`config.mk`:
```
export PLATFORM = sky130hd
export DESIGN_NAME = genome_mutate
export DESIGN_NICKNAME = d
export VERILOG_FILES = /design/src/rtl/ga_pkg.sv /design/src/rtl/ga_lfsr32.sv /design/src/rtl/genome_mutate.sv
export SDC_FILE = /design/constraint.sdc
export NUM_CORES = 1
export LEC_CHECK = 0
export ABC_AREA = 1
export CELL_PAD_IN_SITES_DETAIL_PLACEMENT = 1
export CELL_PAD_IN_SITES_GLOBAL_PLACEMENT = 1
export CORE_UTILIZATION = 37
export CTS_CLUSTER_DIAMETER = 200
export DETAILED_ROUTE_END_ITERATION = 8
export PLACE_DENSITY_LB_ADDON = 0.1
export SLEW_MARGIN = 20
export SYNTH_ARGS = -nofsm -noshare
export SYNTH_HDL_FRONTEND = slang
export SYNTH_HIERARCHICAL = 1
export SYNTH_SLANG_ARGS = --single-unit
```
`constraint.sdc`:
```
create_clock -name clk -period 2.8 [get_ports clk]
set_clock_uncertainty 0.05 [all_clocks]
set_input_delay 0.28 -clock clk [delete_from_list [all_inputs] [get_ports clk]]
set_output_delay 0.28 -clock clk [all_outputs]
set_load 0.02 [all_outputs]
```
`src/rtl/ga_pkg.sv`:
```
// Shared GA pipeline types and constants: genome width default, LFSR taps/seed, mutate FSM states.
package ga_pkg;

  localparam int          WORD_SZ_DEF   = 64;
  localparam logic [31:0] LFSR_TAPS     = 32'h8020_0003;  // x^32 + x^22 + x^2 + x + 1, right-shifting Galois form
  localparam logic [31:0] LFSR_SEED_DEF = 32'hACE1_0001;

  typedef enum logic [1:0] {IDLE, MUTATE, OUT} mut_state_t;

  function automatic logic [31:0] lfsr_step(input logic [31:0] q);
    return q[0] ? ((q >> 1) ^ LFSR_TAPS) : (q >> 1);
  endfunction

endpackage

```
`src/rtl/ga_lfsr32.sv`:
```
// 32-bit Galois LFSR with synchronous seed load (zero seed forced to 1) and advance enable.
module ga_lfsr32
  import ga_pkg::*;
#(
  parameter logic [31:0] SEED = LFSR_SEED_DEF
) (
  input  logic        clk,
  input  logic        rst,
  input  logic        load,
  input  logic [31:0] seed,
  input  logic        advance,
  output logic [31:0] q
);

  always_ff @(posedge clk or negedge rst) begin
    if (!rst)
      q <= SEED;
    else if (load)
      q <= (seed == 32'h0) ? 32'h1 : seed;
    else if (advance)
      q <= lfsr_step(q);
  end

endmodule

```
`src/rtl/genome_mutate.sv`:
```
// Chunk-serial genome mutation stage: one chunk per cycle, at most one LFSR-chosen bit flip per chunk.
// Optional MUT_STATS_EN adds saturating stat_flips / stat_genomes counters.
module genome_mutate
  import ga_pkg::*;
#(
  parameter int          WORD_SZ  = WORD_SZ_DEF,
  parameter int          CHUNK_W  = 8,
  parameter logic [31:0] SEED_DEF = LFSR_SEED_DEF
) (
  input  logic                                  clk,
  input  logic                                  rst,
  input  logic                                  cfg_wr,
  input  logic [7:0]                            cfg_rate,
  input  logic                                  cfg_seed_ld,
  input  logic [31:0]                           cfg_seed,
  input  logic                                  in_valid,
  output logic                                  in_ready,
  input  logic [WORD_SZ-1:0]                    in_genome,
  output logic                                  out_valid,
  input  logic                                  out_ready,
  output logic [WORD_SZ-1:0]                    out_genome,
  output logic [$clog2(WORD_SZ/CHUNK_W+1)-1:0] out_nflips,
  output logic                                  busy
`ifdef MUT_STATS_EN
  ,
  output logic [15:0]                           stat_flips,
  output logic [15:0]                           stat_genomes
`endif
);

  localparam int NCH = WORD_SZ / CHUNK_W;
  localparam int NW  = $clog2(NCH + 1);
  localparam int IW  = (NCH > 1) ? $clog2(NCH) : 1;
  localparam int PW  = (CHUNK_W > 1) ? $clog2(CHUNK_W) : 1;
  localparam int BW  = (WORD_SZ > 1) ? $clog2(WORD_SZ) : 1;

  mut_state_t          state, state_nxt;
  logic [WORD_SZ-1:0]  genome;
  logic [NW-1:0]       nflips;
  logic [IW-1:0]       idx;
  logic [7:0]          rate;

  logic                pend_vld, pend_seed_ld;
  logic [7:0]          pend_rate;
  logic [31:0]         pend_seed;

  logic                apply_now, eff_seed_ld;
  logic [7:0]          eff_rate;
  logic [31:0]         eff_seed;
  logic [31:0]         lfsr_q;
  logic                lfsr_unused;
  logic [7:0]          rnd8;
  logic [PW-1:0]       pos;
  logic                hit, last, accept;
  logic [BW-1:0]       bit_sel;
  logic [WORD_SZ-1:0]  flip_mask;

  // Config only lands in IDLE; a fresh write wins over the deferred one.
  assign apply_now   = (state == IDLE) && (cfg_wr || pend_vld);
  assign eff_rate    = cfg_wr ? cfg_rate    : pend_rate;
  assign eff_seed_ld = cfg_wr ? cfg_seed_ld : pend_seed_ld;
  assign eff_seed    = cfg_wr ? cfg_seed    : pend_seed;

  ga_lfsr32 #(.SEED(SEED_DEF)) u_lfsr (
    .clk     (clk),
    .rst     (rst),
    .load    (apply_now && eff_seed_ld),
    .seed    (eff_seed),
    .advance (state == MUTATE),
    .q       (lfsr_q)
  );

  assign rnd8        = lfsr_q[7:0];
  assign pos         = lfsr_q[8 +: PW];
  assign lfsr_unused = ^lfsr_q[31:8+PW];
  assign hit         = (state == MUTATE) && (rnd8 < rate);
  assign last        = (idx == IW'(NCH - 1));
  assign accept      = (state == IDLE) && in_valid;
  assign bit_sel     = BW'(idx) * BW'(CHUNK_W) + BW'(pos);

  always_comb begin
    flip_mask = '0;
    if (hit)
      flip_mask[bit_sel] = 1'b1;
  end

  always_ff @(posedge clk or negedge rst) begin
    if (!rst)
      state <= IDLE;
    else
      state <= state_nxt;
  end

  always_comb begin
    state_nxt  = state;
    in_ready   = 1'b0;
    out_valid  = 1'b0;
    busy       = 1'b1;
    out_genome = genome;
    out_nflips = nflips;
    case (state)
      IDLE: begin
        in_ready = 1'b1;
        busy     = 1'b0;
        if (in_valid)
          state_nxt = MUTATE;
      end
      MUTATE: begin
        if (last)
          state_nxt = OUT;
      end
      OUT: begin
        out_valid = 1'b1;
        if (out_ready)
          state_nxt = IDLE;
      end
      default: state_nxt = IDLE;
    endcase
  end

  always_ff @(posedge clk or negedge rst) begin
    if (!rst) begin
      genome       <= '0;
      nflips       <= '0;
      idx          <= '0;
      rate         <= 8'h00;
      pend_vld     <= 1'b0;
      pend_seed_ld <= 1'b0;
      pend_rate    <= 8'h00;
      pend_seed    <= 32'h0;
    end else if (state == IDLE) begin
      pend_vld <= 1'b0;
      if (apply_now)
        rate <= eff_rate;
      if (accept) begin
        genome <= in_genome;
        nflips <= '0;
        idx    <= '0;
      end
    end else begin
      if (cfg_wr) begin
        pend_vld     <= 1'b1;
        pend_rate    <= cfg_rate;
        pend_seed_ld <= cfg_seed_ld;
        pend_seed    <= cfg_seed;
      end
      if (state == MUTATE) begin
        genome <= genome ^ flip_mask;
        idx    <= idx + IW'(1);
        if (hit)
          nflips <= nflips + NW'(1);
      end
    end
  end

`ifdef MUT_STATS_EN
  always_ff @(posedge clk or negedge rst) begin
    if (!rst) begin
      stat_flips   <= 16'h0;
      stat_genomes <= 16'h0;
    end else if (cfg_wr) begin
      stat_flips   <= 16'h0;
      stat_genomes <= 16'h0;
    end else begin
      if (hit && (stat_flips != 16'hFFFF))
        stat_flips <= stat_flips + 16'h1;
      if (out_valid && out_ready && (stat_genomes != 16'hFFFF))
        stat_genomes <= stat_genomes + 16'h1;
    end
  end
`endif

endmodule

```
==> metrics.csv, run 1 <==
stage,metric,value,unit
status,status,"complete, no violations",
place,gpl congestion,0.770,
clock_network,clk sinks,155,
logic_synthesis,Yosys cell types,25,
global_route,gr ovfl total,0,
routing,post-route ant nets,0,
logic_synthesis,Mean Syn Cell Area,6.58,µm²
floorplan,starting density of the core,37.6,%
logic_synthesis,sequential area share after synthesis,41.2,%
clock_network,hold buffers post-CTS,1,
floorplan,Top Ports,181,
global_route,pin count of the biggest net entering global routing,147,
clock_network,CTS buffer count,17,
global_route,first-pass GRT wire length,50700,µm
logic_synthesis,syn_nets,1556,
floorplan,Rows,58,
global_route,vias in the first global route,10000,
logic_synthesis,Syn Inst Count,1436,
logic_synthesis,Post-Syn Area,9450,µm²
timing,final worst path period share,90.1,%
power,PD cells,1250,nW/µm²
critical_path,Worst EP required,2470,ps
clock_network,H-tree levels,4,
finish,"non-filler cells, final",1918,
critical_path,WP data arrival,2190,ps
logic_synthesis,"EDFF count, synth",0,
clock_network,CTS tree,yes,
logic_synthesis,"FFs w/ async S/R, synth",100,%
worst_hold_path,Hold EP,pend_vld,
clock_network,clk root buf,clkbuf_16,
critical_path,reg2reg end,out_genome[19],
worst_hold_path,worst hold stages,3,
global_route,initial antenna violation count,0,
floorplan,Die X,162,µm
critical_path,CP Max Fanout,146,
power,Worst VDD drop,0.557,mV
logic_synthesis,Post-synth top cells,"nand2_1 (410), nor2_1 (249), nand3_1 (149)",
routing,DRC viols,0,
clock_network,CTS Buffer Depth,2,
timing,fin crit period,2520,ps
timing,Slew HR,53.8,%
critical_path,WS Path Type,register to output pin,
timing,Final Setup Violations,0,
floorplan,die area,26200,µm²
logic_synthesis,Ys Warns,6,
place,dpl hpwl,20700,µm
clock_network,"Reg clk slew, reported paths",70,ps
timing,max frequency,397,MHz
routing,drt total wl,30800,µm
critical_path,Worst setup EP type,output pin,
logic_synthesis,top cell type by total area after synthesis,dfrtp_1,
logic_synthesis,most frequent cell after synthesis,nand2_1,
finish,layout cells sized above 1,5.04,%
worst_hold_path,Hold Path Origin,cfg_wr,
critical_path,worst r2r src,rate[1],
logic_synthesis,"FF+latch count, synth",155,
flow_run,maxcap violations,0,
floorplan,die height,162,µm
logic_synthesis,Area contributors post-synth,"dfrtp_1 (39%), nand2_1 (16%), nor2_1 (9.9%)",
logic_synthesis,Yosys top cell area share,38.7,%
routing,Wirelength per Cell,16.1,µm
routing,routed vias/inst,5.15,
critical_path,Startpoint Class,register,
finish,final net count,1695,
routing,DR iter-0 viols,612,
timing,Total Neg Setup Slack,0,ps
logic_synthesis,most common flop cell mapped by yosys,dfrtp_1,
timing,Hold Fails Final Rpt,0,
critical_path,R2R Setup Slk,530,ps
power,Lkg Pwr,0.00566,µW
finish,area delta synth->final,29.1,%
routing,Via Count,9871,
floorplan,core area,25100,µm²
timing,"Slew Viols, Final",0,
finish,n_diodes,0,
routing,router iterations before antenna repair,5,
clock_network,Clock Latency Late Sink,440,ps
worst_hold_path,Hold Path Class,input pin to register,
timing,RSZ-0062 raised after global routing,false,
finish,number of fill cells in the layout,3272,
timing,worst slew pin tran,691,ps
place,# placed instances,1885,
place,port bufs,180,
global_route,total track usage,24.2,%
critical_path,Register-to-Register Path Depth,13,
clock_network,post_cts resized,0,
clock_network,Post-CTS Repair Setup Buffers,0,
stage by stage:
stage / setup slack [ps] / instance area [µm²] / hold slack [ps] / power, µW / utilization, %
floorplan: 485 / 9450 / -65.6 / 9670 / -
global placement: 648 / 11600 / 269 / 12500 / 46.2
detailed placement: 584 / 11600 / 262 / 12900 / 46.2
CTS: 196 / 12200 / 108 / 15400 / 48.6
global route: 133 / 12200 / 126 / 16600 / 48.6
finish: 278 / 12200 / 113 / 15200 / 48.6
layout make-up:
type | instances | area [µm²] | share of cell area [%]
repair buffers | 207 | 2120 | 17.3
inverters | 138 | 520 | 4.27
clock buffers | 18 | 429 | 3.52
well taps | 330 | 413 | 3.39
multi-input cells | 1056 | 4680 | 38.3
flip-flops and latches | 155 | 3890 | 31.9
clock inverters | 14 | 153 | 1.25
state kept, by name, summed over array words and instances, names as in the netlist, 2 cells and up:
| register | flops |
|---|---|
| out_nflips | 4 |
| state | 2 |
| u_lfsr/q | 32 |
| pend_rate | 8 |
| pend_seed | 32 |
| out_genome | 64 |
| rate | 8 |
| idx | 3 |
cell families after synthesis:
| kind of cell | Yosys count | synth area share (%) |
|---|---|---|
| AND/OR/NAND/NOR | 876 | 38.7 |
| buffers and inverters | 225 | 9.58 |
| AO/OA/AOI/OAI | 168 | 9.01 |
| flip-flops | 155 | 41.2 |
| adder cells (fa/ha/maj) | 10 | 1.32 |
| XOR/XNOR | 1 | 0.0927 |
| multiplexers | 1 | 0.106 |
metal layers:
metal | GRT usage (%) | wire length [µm] | vias up
met2 | 42.6 | 15500 | 174
met5 | 0 | 0 | -
li1 | - | - | 4873
met3 | 3.29 | 970 | 40
met1 | 30.6 | 13800 | 4784
met4 | 7.03 | 607 | 0
placed cells by master (no fill, tap or decap), types with 2 or more instances in the layout:
cell             instances
clkdlybuf4s50_1        178
dfstp_2                  9
nor2_4                   4
inv_1                  133
clkinv_8                 3
clkinv_4                 2
a21oi_1                 39
nand4_1                 64
a31oi_1                  2
inv_2                    4
clkbuf_16               17
o21ai_1                  6
ha_1                    10
o21ai_0                118
nor2_1                 246
buf_12                   9
buf_4                   17
nand3_1                149
inv_8                    4
dfrtp_1                146
inv_6                    3
a22oi_1                  2
clkinvlp_4               2
nor2_2                   2
nand2_1                409
critical path, cell delays in order, from the launching register on:
cell and delay (ps):
dfrtp_1 410, nor2_1 110, inv_4 70, buf_12 420
clkdlybuf4s50_1 720
power by group:
part           internal [µW]  switching (µW)
sequential              3450             936
combinational           3040            5480
clock                   1190            1120
total                   7680            7530
how the worst max path moves through the flow:
stage          slack, ps        endpoint         from
5_1_grt              130            busy     state[1]
2_1_floorplan        480    u_lfsr/q[15]     state[1]
4_1_cts              200            busy     state[1]
3_3_place_gp         650  out_genome[10]  u_lfsr/q[1]
3_5_place_dp         580  out_genome[40]  u_lfsr/q[7]
6_report             280            busy     state[1]
No activity file was read; power rests on OpenSTA's default activity.
==> inputs of run 2 (changes only) <==
--- a/config.mk
+++ b/config.mk
@@ -8,9 +8,10 @@
 export ABC_AREA = 1
 export CELL_PAD_IN_SITES_DETAIL_PLACEMENT = 1
 export CELL_PAD_IN_SITES_GLOBAL_PLACEMENT = 1
-export CORE_UTILIZATION = 37
+export CORE_UTILIZATION = 45
 export CTS_CLUSTER_DIAMETER = 200
 export DETAILED_ROUTE_END_ITERATION = 8
+export DONT_BUFFER_PORTS = 1
 export PLACE_DENSITY_LB_ADDON = 0.1
 export SLEW_MARGIN = 20
 export SYNTH_ARGS = -nofsm -noshare
==> run 2 against run 1 <==
Clock power shrank 3%; worst hold slack lost 630 ps; combinational power shrank 26%; critical endpoint is now out_genome[46]; design area shrank 17%; core utilization grew 1.2 points; critical path depth grew 6; die area shrank 18%; total power shrank 11%; final cell count shrank 13%; the flow now finishes with violations (negative hold slack); critical path type is now register to register; non-clock buffer count shrank 191; sequential share of layout area grew 6.3 points; register-to-register slack lost 60 ps.
==> metrics.csv, run 2 (synthesis results as in run 1) <==
stage,metric,value,unit
routing,routed vias/inst,5.51,
finish,"commonest non-fill, non-tap cell in the layout",nand2_1,
critical_path,CP max-delay cell,nand2_4,
clock_network,post_cts resized,0,
clock_network,hold buffers post-CTS,2,
power,Lkg Pwr,0.00488,µW
timing,Hold Slack,-521,ps
critical_path,Worst EP required,3080,ps
global_route,total track usage,27.0,%
critical_path,worst path cell trace,ha_1 > a21oi_1 > nand2_1 > nand2_4 > buf_4 > nand3_1 > nand2_1 > nand3_1 > nand2_1 > nand2_1,
floorplan,Rows,52,
worst_hold_path,Hold Path Class,input pin to asynchronous set/reset pin,
timing,setup slack after layout,467,ps
floorplan,die height,147,µm
place,gpl congestion,0.755,
timing,Hold Fails Final Rpt,155,
clock_network,H-tree levels,4,
critical_path,Worst setup EP type,register,
floorplan,die area,21600,µm²
floorplan,Top Ports,181,
place,area post-placement,9590,µm²
timing,"Slew Viols, Final",0,
place,dpl hpwl,17900,µm
global_route,pin count of the biggest net entering global routing,156,
finish,Finished Cell Area,10200,µm²
timing,final worst path period share,83.3,%
clock_network,CTS tree,yes,
critical_path,family with the most delay on the worst path,simple AND/OR/NAND/NOR gates,
critical_path,Startpoint Class,register,
routing,Via Count,9177,
finish,max reg flops,64,
floorplan,Die X,147,µm
critical_path,most frequent CP cell,nand2_1,
routing,Wirelength per Cell,16.7,µm
finish,final net count,1504,
clock_network,Post-CTS Repair Setup Buffers,0,
global_route,gr ovfl total,0,
critical_path,WS Path Type,register to register,
critical_path,WP data arrival,2610,ps
global_route,vias in the first global route,9146,
place,port bufs,0,
clock_network,CTS Buffer Depth,2,
status,failing checks,negative hold slack,
routing,post-route ant nets,0,
critical_path,delay of the slowest critical-path stage,430,ps
clock_network,Clock Latency Late Sink,440,ps
flow_run,maxcap violations,0,
routing,DRC viols,0,
clock_network,clk root buf,clkbuf_16,
timing,RSZ-0062 raised after global routing,false,
finish,most frequent cells in the layout,"nand2_1 (409), nor2_1 (246), nand3_1 (149)",
critical_path,worst r2r src,u_lfsr/q[3],
timing,Slew HR,55.3,%
finish,area delta synth->final,7.74,%
global_route,initial antenna violation count,0,
clock_network,clk sinks,155,
routing,DR iter-0 viols,543,
critical_path,crit path buf inv count,1,
floorplan,core area,20400,µm²
timing,Final Setup Violations,0,
critical_path,CP startpoint,u_lfsr/q[3],
global_route,first-pass GRT wire length,46800,µm
place,dpl ws,518,ps
timing,fin crit period,2330,ps
routing,drt total wl,27800,µm
critical_path,CP Max Fanout,50,
timing,worst slew pin tran,669,ps
finish,layout cells sized above 1,4.72,%
power,PD cells,1340,nW/µm²
status,status,"complete, but fails checks",
timing,max frequency,429,MHz
timing,Total Neg Setup Slack,0,ps
floorplan,starting density of the core,46.2,%
finish,n_diodes,0,
routing,router iterations before antenna repair,5,
clock_network,"Reg clk slew, reported paths",70,ps
clock_network,CTS buffer count,17,
power,Worst VDD drop,0.827,mV
run 2: changes by cell type in the layout (fill, tap and decap cells not counted), moves of 2 or more:
cell and delta:
buf_12 -4, buf_4 -8, clkbuf_8 +2, clkdlybuf4s50_1 -178, clkinv_4 +2, clkinv_8 -3, inv_8 -2
run 2: stage by stage:
step	power, µW	instances	hold WS (ps)	util (%)
detailed placement	11400	1633	-61.6	46.9
finish	13600	1667	-521	49.8
global placement	11100	1633	-59.2	46.9
global route	14900	1667	-540	49.8
CTS	13700	1667	-536	49.8
floorplan	9670	1436	-65.6	-
run 2: area by class of cell:
type / instances / area, µm²
inverter: 138 / 520
clock buffer: 20 / 457
timing repair buffer: 16 / 188
fill: 2701 / 10300
clock inverter: 12 / 108
sequential: 155 / 3890
tap: 270 / 338
multi-input combinational: 1056 / 4680
run 2: where the power goes:
| group | switching [µW] | leakage, µW | internal, µW |
|---|---|---|---|
| Combinational | 4430 | 0.00275 | 1890 |
| Clock | 1040 | 0.000272 | 1210 |
| Sequential | 1610 | 0.00186 | 3430 |
| Total | 7080 | 0.00488 | 6530 |
run 2: path summary, 6_finish.rpt:
check	end	slack, ps	cells past startpoint
min	pend_rate[5]	-520	0
max	out_genome[46]	470	10
min reg2reg	rate[0]	450	2
min in group clk	out_genome[47]	40	4
max reg2reg	out_genome[46]	470	10
max in group asynchronous	u_lfsr/q[16]	2950	0
run 2: per-layer routing:
metal  global-route usage (%)  vias up  wire [µm]
met1                     37.5     4452      13200
li1                         -     4482          -
met2                     42.7      213      12700
met5                        0        -          0
met4                     8.54        0        471
met3                     4.72       30       1450
run 2: worst register-to-register path: cells and delay by family (launching register included):
kind	cells	cell delay (ps)
buffers and inverters	1	350
flip-flops	1	390
AO/OA/AOI/OAI	1	160
AND/OR/NAND/NOR	7	970
adder cells (fa/ha/maj)	1	290
